==> src/rtl/alu_nbit.sv <==
// Registered WIDTH-bit ALU: add/sub/inc/dec, xor/or/and, arithmetic shift right by one.
// Optional zero/overflow flags are compiled in when ALU_FLAGS_EN is defined.
module alu_nbit #(
    parameter int unsigned WIDTH = 4
) (
    input  logic             clk,
    input  logic             rst_n,
    input  logic             in_valid,
    input  logic [WIDTH-1:0] a,
    input  logic [WIDTH-1:0] b,
    input  logic [3:0]       op,
    output logic [WIDTH:0]   result,
    output logic             out_valid
`ifdef ALU_FLAGS_EN
    ,
    output logic             zero_flag,
    output logic             ovf_flag
`endif
);

    logic [WIDTH-1:0] w_m;
    logic             w_cin;
    logic [WIDTH:0]   w_sum;
    logic [WIDTH:0]   w_logic;
    logic [WIDTH:0]   w_shift;
    logic [WIDTH:0]   w_next;

    logic [WIDTH:0]   r_result;
    logic             r_out_valid;

    // Second adder operand and carry-in derived from op[1:0].
    always_comb begin
        w_m = b;
        unique case (op[1:0])
            2'b00:   w_m = b;
            2'b01:   w_m = ~b;
            2'b10:   w_m = '0;
            default: w_m = '1;
        endcase
        w_cin = op[1] ^ op[0];
    end

    assign w_sum = {1'b0, a} + {1'b0, w_m} + {{WIDTH{1'b0}}, w_cin};

    always_comb begin
        w_logic = '0;
        if (!op[1]) begin
            w_logic[WIDTH-1:0] = a ^ b;
        end else if (!op[0]) begin
            w_logic[WIDTH-1:0] = a | b;
        end else begin
            w_logic[WIDTH-1:0] = a & b;
        end
    end

    assign w_shift = {a[WIDTH-1], a[WIDTH-1], a[WIDTH-1:1]};

    always_comb begin
        w_next = w_sum;
        if (op[3]) begin
            w_next = w_shift;
        end else if (op[2]) begin
            w_next = w_logic;
        end else begin
            w_next = w_sum;
        end
    end

    always_ff @(posedge clk or negedge rst_n) begin
        if (!rst_n) begin
            r_result    <= '0;
            r_out_valid <= 1'b0;
        end else begin
            r_out_valid <= in_valid;
            if (in_valid) begin
                r_result <= w_next;
            end
        end
    end

    assign result    = r_result;
    assign out_valid = r_out_valid;

`ifdef ALU_FLAGS_EN
    logic w_zero;
    logic w_ovf;
    logic r_zero;
    logic r_ovf;

    assign w_zero = (w_next[WIDTH-1:0] == '0);
    // Overflow only for the arithmetic class: like-signed operands, differently signed sum.
    assign w_ovf  = (op[3:2] == 2'b00) && (a[WIDTH-1] == w_m[WIDTH-1])
                    && (w_sum[WIDTH-1] != a[WIDTH-1]);

    always_ff @(posedge clk or negedge rst_n) begin
        if (!rst_n) begin
            r_zero <= 1'b0;
            r_ovf  <= 1'b0;
        end else if (in_valid) begin
            r_zero <= w_zero;
            r_ovf  <= w_ovf;
        end
    end

    assign zero_flag = r_zero;
    assign ovf_flag  = r_ovf;
`endif

endmodule

==> config.mk <==
export PLATFORM = sky130hd
export DESIGN_NAME = alu_nbit
export DESIGN_NICKNAME = d
export VERILOG_FILES = /design/src/rtl/alu_nbit.sv
export SDC_FILE = /design/constraint.sdc
export NUM_CORES = 1
export LEC_CHECK = 0
export CAP_MARGIN = 30
export CELL_PAD_IN_SITES_DETAIL_PLACEMENT = 0
export CELL_PAD_IN_SITES_GLOBAL_PLACEMENT = 1
export CORE_MARGIN = 2
export CORE_UTILIZATION = 30
export DETAILED_ROUTE_END_ITERATION = 10
export GPL_TIMING_DRIVEN = 0
export HOLD_SLACK_MARGIN = 0.03
export PLACE_DENSITY = 0.77
export SETUP_SLACK_MARGIN = 0.5
export SYNTH_ARGS = -nofsm -noshare
export SYNTH_HDL_FRONTEND = slang
export SYNTH_SLANG_ARGS = --single-unit
==> constraint.sdc <==
create_clock -name clk -period 0.9 [get_ports clk]
set_clock_uncertainty 0.2 [all_clocks]
set_input_delay 0.09 -clock clk [delete_from_list [all_inputs] [get_ports clk]]
set_output_delay 0.09 -clock clk [all_outputs]
set_load 0.05 [all_outputs]
==> impl_metrics.ini, run 1 <==
[run_status]
status = complete, but fails checks
violations = negative hold slack, negative setup slack

[synth]
synth_cell_types = 27
synth_cells = 88
ys_ff_latch = 6
synth-edff-count = 0
synth.most_common_cell = ha_1
yosysSeqAreaShare_pct = 20.3
syn_area_um2 = 738
synth.top_cell.area_share_pct = 23.7
synthTopCellsByArea = ha_1, dfrtp_1, inv_1
synth.net_count = 119
synth_top_cell_by_area = ha_1
postSynthAreaPerCell_um2 = 8.39
yosys-top-cells-count = ha_1, inv_1, nor2_1
synth_ff_type = dfrtp_1
ys_warn_count = 0
ys_async_sr_fraction_pct = 100

[layout]
layout-drive-gt1-share_pct = 31.3
multi_input_area_um2 = 593
antennaDiodeCount = 0
seq_area_um2 = 156
areaGrowthSynthToFinish_pct = 51.5
post-route-util_pct = 49.1
fillCellCount = 237
final_area_um2 = 1120
finalNetCount = 147
layout.cells.non_filler = 143

[cts]
clk_latency_ns = 0.24
cts.sinks = 6
clkTransAtPathRegs_ns = 0.05
cts_root_buf = clkbuf_4
cts_tree = yes
ctsHtreeMaxLevel = 1
clockBufferDepth = 2
cts_inserted_buffers = 3

[global_routing]
grt_pass1_wl_mm = 2.81
grt_max_degree = 11
grt_use_total_pct = 12.9
grt_pass1_vias = 667
overflow = 0
antenna_found_initial = 0

[critical_path]
cp-start-kind = input pin
reg2regPathDepth = 3
path_cells = buf_8 > buf_8 > inv_6 > ha_4 > nor2b_4 > a211o_1 > fa_2 > fa_2 > a21o_1 > a21oi_2 > o311ai_2 > o21a_1
crit_path_end_kind = flop
cp_max_fo = 2
critPathRequiredTime_ns = 0.83
worstSetupPathType = in -> reg
critPathLaunch = op[1]
r2r_setup_slack_ns = -0.16
crit_arrival_ns = 2.14
crit_end = result[4]
r2r_end = result[1]
r2r_start = result[1]
crit_slowest_cell = fa_2
slowest_delay_ns = 0.38

[pwr]
ir_drop_uv = 845
power.density_nw_per_um2 = 1130
power_leakage_nw = 0.519
power_mw = 1.27

[route]
drt_pass1_iterations = 3
drt_iter0_drc = 2
vias = 691
wl_per_cell_um = 11.6
antenna_left = 0
met2_length_um = 854
routed_wl_mm = 1.66
drc = 0
route.met3.wl_um = 89
met1_length_um = 720
top_layer = met3
viasPerCell = 4.83

[sta]
worst_pin_slew_ns = 0.300
final_max_slew_viol_count = 0
finalWorstSetupSlack_ns = -1.31
setup_viol = 11
fin_setup_tns_ns = -6.43
hold_ws_ns = -0.389
period_share_pct = 245
rsz0062_at_grt = true
final_hold_viol_count = 7
fmax_ghz = 0.453
slew_headroom_pct = 79.9
min_period_ns = 2.21

[floorplan]
row_count = 17
coreArea_um2 = 2280
die_area_um2 = 2870
die_h_um = 53.6
ios = 21
chipWidth_um = 53.6
initial_core_util_pct = 32.4

[placement]
port_buffers = 20
dp_cells = 136
dp_hpwl_mm = 1.35
place_area_um2 = 1020
gp_congestion = 0.748
preCtsSetupSlack_ns = -2.16

[hold_path]
min_path_type = in -> async

[job]
maxCapViolations = 0
-- layout make-up --
| class | count | area share (%) |
|---|---|---|
| buffer | 3 | 2.80 |
| clock buffer | 4 | 2.35 |
| inverter | 11 | 4.14 |
| multi-input combinational | 68 | 53.0 |
| sequential | 6 | 14.0 |
| tap | 28 | 3.13 |
| timing repair buffer | 23 | 20.6 |
-- worst min-delay path by stage --
stage                     start  depth (start not counted)         to  slack [ns]
final                     rst_n                          1  out_valid       -0.39
after global routing      rst_n                          1  result[2]       -0.36
after CTS                 rst_n                          1  out_valid       -0.38
after detailed placement  rst_n                          1  result[4]        0.15
after global placement    rst_n                          1  result[4]        0.15
after floorplan           rst_n                          0  out_valid       -0.41
-- sequential cells by signal, summed over array words and instances, names as in the netlist --
register   cells
out_valid      1
result         5
-- cells in the final DEF, fill, tap and decap left out, drive strengths merged --
cell           count
or2                2
o21a               1
a211o              4
dfrtp              6
o211ai             1
nor2               7
and3b              1
nor2b              6
nand2b             1
a21boi             1
o31a               1
nand2              5
clkdlybuf4s50      9
a21o               1
a211oi             1
nand3              1
fa                 2
clkdlybuf4s15      1
inv               11
xnor2              1
o21ai              4
a21oi              5
o311ai             2
clkbuf             4
ha                14
buf               14
dlygate4sd2        2
a31oi              6
nor3               1
-- critical path, delay by kind of cell --
| family | cells | cell delay (ns) |
|---|---|---|
| AO/OA/AOI/OAI | 5 | 0.83 |
| adder cells (fa/ha/maj) | 3 | 0.89 |
| buffers and inverters | 3 | 0.19 |
| AND/OR/NAND/NOR | 1 | 0.11 |
-- per-layer routing --
layer / GRT usage [%] / vias to the layer above
met1: 15.2 / 311
met2: 24.5 / 16
met4: 3.85 / 0
met3: 1.11 / 0
met5: 0 / -
li1: - / 364
-- report_power, final --
part | total (mW) | internal, mW | switching [mW] | leakage, nW
Combinational | 0.664 | 0.307 | 0.356 | 0.439
Clock | 0.269 | 0.168 | 0.101 | 0.0150
Sequential | 0.332 | 0.310 | 0.0228 | 0.0653
-- logic make-up (layout without fill, tap and decap cells) --
| kind of cell | after synthesis | count (layout) | synth area share [%] |
|---|---|---|---|
| buffers and inverters | 14 | 41 | 8.47 |
| flip-flops | 6 | 6 | 20.3 |
| AND/OR/NAND/NOR | 24 | 24 | 16.3 |
| XOR/XNOR | 1 | 1 | 1.19 |
| adder cells (fa/ha/maj) | 16 | 16 | 29.2 |
| AO/OA/AOI/OAI | 27 | 27 | 24.6 |
-- what timing repair did --
| item | 4_1_cts | 5_1_grt |
|---|---|---|
| setup endpoints to repair | 18 | 11 |
| endpoints found under the hold margin | 7 | 7 |
| buffers inserted | 3 | 0 |
| resized for setup | 61 | 6 |
| pin swaps | 7 | 5 |
(Power assumes the default switching activity.)
==> inputs of run 2 (changes only) <==
--- a/config.mk
+++ b/config.mk
@@ -15,6 +15,8 @@
 export HOLD_SLACK_MARGIN = 0.03
 export PLACE_DENSITY = 0.77
 export SETUP_SLACK_MARGIN = 0.5
+export SKIP_LAST_GASP = 1
+export SLEW_MARGIN = 0
 export SYNTH_ARGS = -nofsm -noshare
 export SYNTH_HDL_FRONTEND = slang
 export SYNTH_SLANG_ARGS = --single-unit
==> run 2 against run 1 <==
Sequential cell count stayed put. Combinational power is 1% lower. Critical path type unchanged. Die area is the same. Routed wire length down 0.48%. Fmax barely moved. Via count decreased by 0.29%. Largest cell class unchanged. The flow still finishes with violations (negative hold slack, negative setup slack). Cell area down 0.34%. Utilization is 0.16 points lower. Clock power hardly changed. Sequential power about the same.
==> impl_metrics.ini, run 2 (same netlist as run 1, synthesis figures left out) <==
[run_status]
status = complete, but fails checks
violations = negative hold slack, negative setup slack

[placement]
gp_congestion = 0.748
preCtsSetupSlack_ns = -2.16
port_buffers = 20
dp_hpwl_mm = 1.35
dp_cells = 136

[route]
vias = 689
top_layer = met3
routed_wl_mm = 1.66
viasPerCell = 4.82
wl_per_cell_um = 11.6
met1_length_um = 719
drt_pass1_iterations = 3
drt_iter0_drc = 2
antenna_left = 0
met2_length_um = 847
drc = 0
route.met3.wl_um = 89

[sta]
slew_headroom_pct = 79.9
min_period_ns = 2.21
finalWorstSetupSlack_ns = -1.31
period_share_pct = 245
fin_setup_tns_ns = -6.44
hold_ws_ns = -0.389
final_hold_viol_count = 7
fmax_ghz = 0.453
rsz0062_at_grt = true
setup_viol = 11
final_max_slew_viol_count = 0
worst_pin_slew_ns = 0.300

[global_routing]
antenna_found_initial = 0
grt_use_total_pct = 12.9
grt_pass1_vias = 667
grt_pass1_wl_mm = 2.81
overflow = 0
grt_max_degree = 11

[floorplan]
initial_core_util_pct = 32.4
coreArea_um2 = 2280
die_area_um2 = 2870
ios = 21
die_h_um = 53.6
row_count = 17
chipWidth_um = 53.6

[pwr]
power_leakage_nw = 0.519
power.density_nw_per_um2 = 1130
ir_drop_uv = 842

[layout]
final_common_cell = ha_1
finalNetCount = 147
areaGrowthSynthToFinish_pct = 51.0
layout.cells.non_filler = 143
antennaDiodeCount = 0
fillCellCount = 235
multi_input_area_um2 = 589
final_cell_mix = ha_1, inv_1, clkdlybuf4s50_1, buf_6, nor2_1
layout-drive-gt1-share_pct = 30.4
seq_area_um2 = 156
largest_register_ff_count = 5

[critical_path]
critPathRequiredTime_ns = 0.83
r2r_start = result[1]
r2r_setup_slack_ns = -0.15
cp-start-kind = input pin
crit_path_end_kind = flop
reg2regPathDepth = 3
worstSetupPathType = in -> reg
crit_arrival_ns = 2.14
r2r_end = result[1]
cp_max_fo = 2

[cts]
cts_tree = yes
ctsHtreeMaxLevel = 1
clk_latency_ns = 0.24
cts_inserted_buffers = 3
clockBufferDepth = 2
cts.sinks = 6
clkTransAtPathRegs_ns = 0.05
cts_root_buf = clkbuf_4

[job]
maxCapViolations = 0

[hold_path]
min_path_type = in -> async
-- run 2: changes by cell type in the layout (fill, tap and decap cells not counted) --
cell | previous run | this run
a21oi_1 | 1 | 2
a21oi_2 | 4 | 3
-- run 2: metal layers --
metal	vias to the layer above	track usage [%]
met1	309	15.2
li1	364	-
met5	-	0
met2	16	24.5
met3	0	1.11
met4	0	3.85
-- run 2: cell type report --
type	instances	area share [%]
Tap cell	28	3.14
Multi-Input combinational cell	68	52.9
Buffer	3	2.81
Timing Repair Buffer	23	20.7
Clock buffer	4	2.36
Sequential cell	6	14.0
Inverter	11	4.15
-- run 2: how the worst max path moves through the flow --
stage | depth (start not counted) | end | startpoint | slack (ns)
floorplan | 11 | result[4] | op[1] | -1.37
global placement | 11 | result[4] | op[0] | -2.15
detailed placement | 11 | result[4] | op[0] | -2.16
CTS | 12 | result[4] | op[1] | -1.31
global route | 12 | result[4] | op[1] | -1.37
finish | 12 | result[4] | op[1] | -1.31
-- run 2: what timing repair did --
action                                 CTS  global route
gates cloned                             0             0
endpoints found under the hold margin    7             7
resized for setup                       59             7
setup buffers                            3             0
pin swaps                                7             7
setup endpoints to repair               18            11
-- run 2: stage by stage --
step / total power [mW] / utilization, % / cell area, µm²
CTS: 1.25 / 47.7 / 1080
global placement: 0.931 / 44.7 / 1020
finish: 1.26 / 49.0 / 1110
global route: 1.35 / 49.0 / 1110
floorplan: 0.722 / - / 782
detailed placement: 0.941 / 44.7 / 1020
-- run 2: critical path, cell delays in order --
cell and delay [ns]:
buf_8 0.07, buf_8 0.09, inv_6 0.03, ha_4 0.14, nor2b_4 0.11, a211o_1 0.28, fa_2 0.37, fa_2 0.38
a21o_1 0.20, a21oi_2 0.14, o311ai_2 0.09, o21a_1 0.12
-- run 2: power by group --
| part | switching [mW] | internal [mW] | leakage [nW] |
|---|---|---|---|
| clock network | 0.101 | 0.168 | 0.0150 |
| registers | 0.0228 | 0.310 | 0.0653 |
| logic | 0.352 | 0.303 | 0.438 |
==> inputs of run 3 (changes only) <==
--- a/config.mk
+++ b/config.mk
@@ -9,11 +9,11 @@
 export CELL_PAD_IN_SITES_DETAIL_PLACEMENT = 0
 export CELL_PAD_IN_SITES_GLOBAL_PLACEMENT = 1
 export CORE_MARGIN = 2
-export CORE_UTILIZATION = 30
+export CORE_UTILIZATION = 36
 export DETAILED_ROUTE_END_ITERATION = 10
 export GPL_TIMING_DRIVEN = 0
 export HOLD_SLACK_MARGIN = 0.03
-export PLACE_DENSITY = 0.77
+export PLACE_DENSITY = 0.86
 export SETUP_SLACK_MARGIN = 0.5
 export SKIP_LAST_GASP = 1
 export SLEW_MARGIN = 0
==> constraint.sdc (replaced) <==
create_clock -name clk -period 2.8 [get_ports clk]
set_clock_uncertainty 0.2 [all_clocks]
set_input_delay 0.28 -clock clk [delete_from_list [all_inputs] [get_ports clk]]
set_output_delay 0.28 -clock clk [all_outputs]
set_load 0.05 [all_outputs]
==> run 3 against run 2 <==
The flow now finishes without violations. Sequential share of layout area barely moved. Hold slack better by 0.45 ns. First-iteration DRC count rose to 3.0 times the previous value. Total power decreased by 69%. Combinational power fell by 69%. Utilization is 6.3 points higher. Critical path depth unchanged. Critical path type unchanged. Largest cell class unchanged. Largest power group unchanged. Highest routed layer is now met4.
==> impl_metrics.ini, run 3 (same netlist as run 1, synthesis figures left out) <==
[run_status]
status = finished clean

[floorplan]
row_count = 16
ios = 21
die_h_um = 49.3
die_area_um2 = 2430
chipWidth_um = 49.3
coreArea_um2 = 1940
initial_core_util_pct = 38.0

[job]
maxCapViolations = 0

[sta]
setup_viol = 0
worst_pin_slew_ns = 0.495
slew_headroom_pct = 66.9
finalWorstSetupSlack_ns = 0.449
hold_ws_ns = 0.0651
final_max_slew_viol_count = 0
final_hold_viol_count = 0
period_share_pct = 84.0
fmax_ghz = 0.425
min_period_ns = 2.35
rsz0062_at_grt = true

[critical_path]
r2r_start = result[0]
critPathLaunch = op[1]
cp_max_fo = 2
crit_path_end_kind = flop
crit_arrival_ns = 2.29
worstSetupPathType = in -> reg
cp-start-kind = input pin
critPathRequiredTime_ns = 2.73

[cts]
cts_tree = yes
cts.sinks = 6
clk_latency_ns = 0.25
cts_root_buf = clkbuf_4
cts_inserted_buffers = 3
ctsHtreeMaxLevel = 1
clockBufferDepth = 2
clkTransAtPathRegs_ns = 0.04

[layout]
layout-drive-gt1-share_pct = 17.4
fillCellCount = 201
areaGrowthSynthToFinish_pct = 45.4
final_common_cell = clkdlybuf4s50_1
finalNetCount = 148
final_cell_mix = clkdlybuf4s50_1, ha_1, inv_1, nor2_1
final_area_um2 = 1070
antennaDiodeCount = 0
largest_register_ff_count = 5

[hold_path]
min_path_type = in -> async

[global_routing]
grt_use_total_pct = 15.4
grt_pass1_wl_mm = 2.86
grt_max_degree = 11
antenna_found_initial = 0
overflow = 0
grt_pass1_vias = 695

[pwr]
power.density_nw_per_um2 = 359
ir_drop_uv = 149
switchingPower_mw = 0.147
power_leakage_nw = 0.508
netSwitchingFraction_pct = 38.1
power.internal_mw = 0.238
power_frac_comb_pct = 52.6
power_frac_seq_pct = 26.6
p_clk_share_pct = 20.8
power_mw = 0.385

[route]
antenna_left = 0
vias = 732
viasPerCell = 5.15
drt_iter0_drc = 6
routed_wl_mm = 1.66
drt_pass1_iterations = 4
drc = 0
wl_per_cell_um = 11.7

[placement]
dp_hpwl_mm = 1.37
port_buffers = 20
preCtsSetupSlack_ns = -0.425
gp_congestion = 0.787
place_area_um2 = 1010
-- run 3: stage by stage --
stage          utilization (%)  std cells  setup TNS, ns
2_1_floorplan                -         88              0
3_3_place_gp              52.0        135          -1.08
3_5_place_dp              52.0        135          -1.15
4_1_cts                   54.2        141              0
5_1_grt                   55.3        142              0
6_report                  55.3        142              0
-- run 3: worst paths after layout --
kind / slack (ns) / to / cells after the start
max: 0.45 / result[4] / 12
min: 0.07 / result[1] / 1
max reg2reg: 1.78 / result[0] / 3
min reg2reg: 0.28 / result[4] / 1
max in group asynchronous: 2.13 / result[4] / 1
min in group clk: 0.28 / result[4] / 1
-- run 3: cell type report --
cell class | count | area [µm²] | area share (%)
inverters | 11 | 43.8 | 4.08
clock buffers | 3 | 22.5 | 2.10
well taps | 27 | 33.8 | 3.15
repair buffers | 24 | 228 | 21.2
plain buffers | 3 | 31.3 | 2.91
flip-flops and latches | 6 | 150 | 14.0
multi-input cells | 68 | 564 | 52.6
-- run 3: per-layer routing --
metal  track usage [%]  wire [µm]
met3              3.99         80
met1              16.4        696
met4              7.14         34
met2              27.9        848
met5                 0          0
-- run 3: power by group through the flow --
| stage | clock [mW] | combinational, mW | sequential (mW) |
|---|---|---|---|
| floorplan | 0 | 0.0867 | 0.143 |
| global placement | 0 | 0.193 | 0.103 |
| detailed placement | 0 | 0.197 | 0.104 |
| CTS | 0.0837 | 0.200 | 0.103 |
| global route | 0.0928 | 0.221 | 0.104 |
| finish | 0.0800 | 0.202 | 0.103 |
-- run 3: critical path: stages --
cell and delay (ns):
buf_6 0.08, buf_8 0.09, inv_4 0.03, ha_4 0.15, nor2b_1 0.12, a211o_1 0.25
fa_2 0.39, fa_2 0.38, a21o_1 0.18, a21oi_2 0.11, o311ai_1 0.11, o21a_1 0.12
-- run 3: what timing repair did --
action,in CTS,in global routing
hold buffers,0,0
gates resized for setup,11,3
endpoints found under the setup margin,5,3
pin swaps,7,3
buffers inserted,3,1
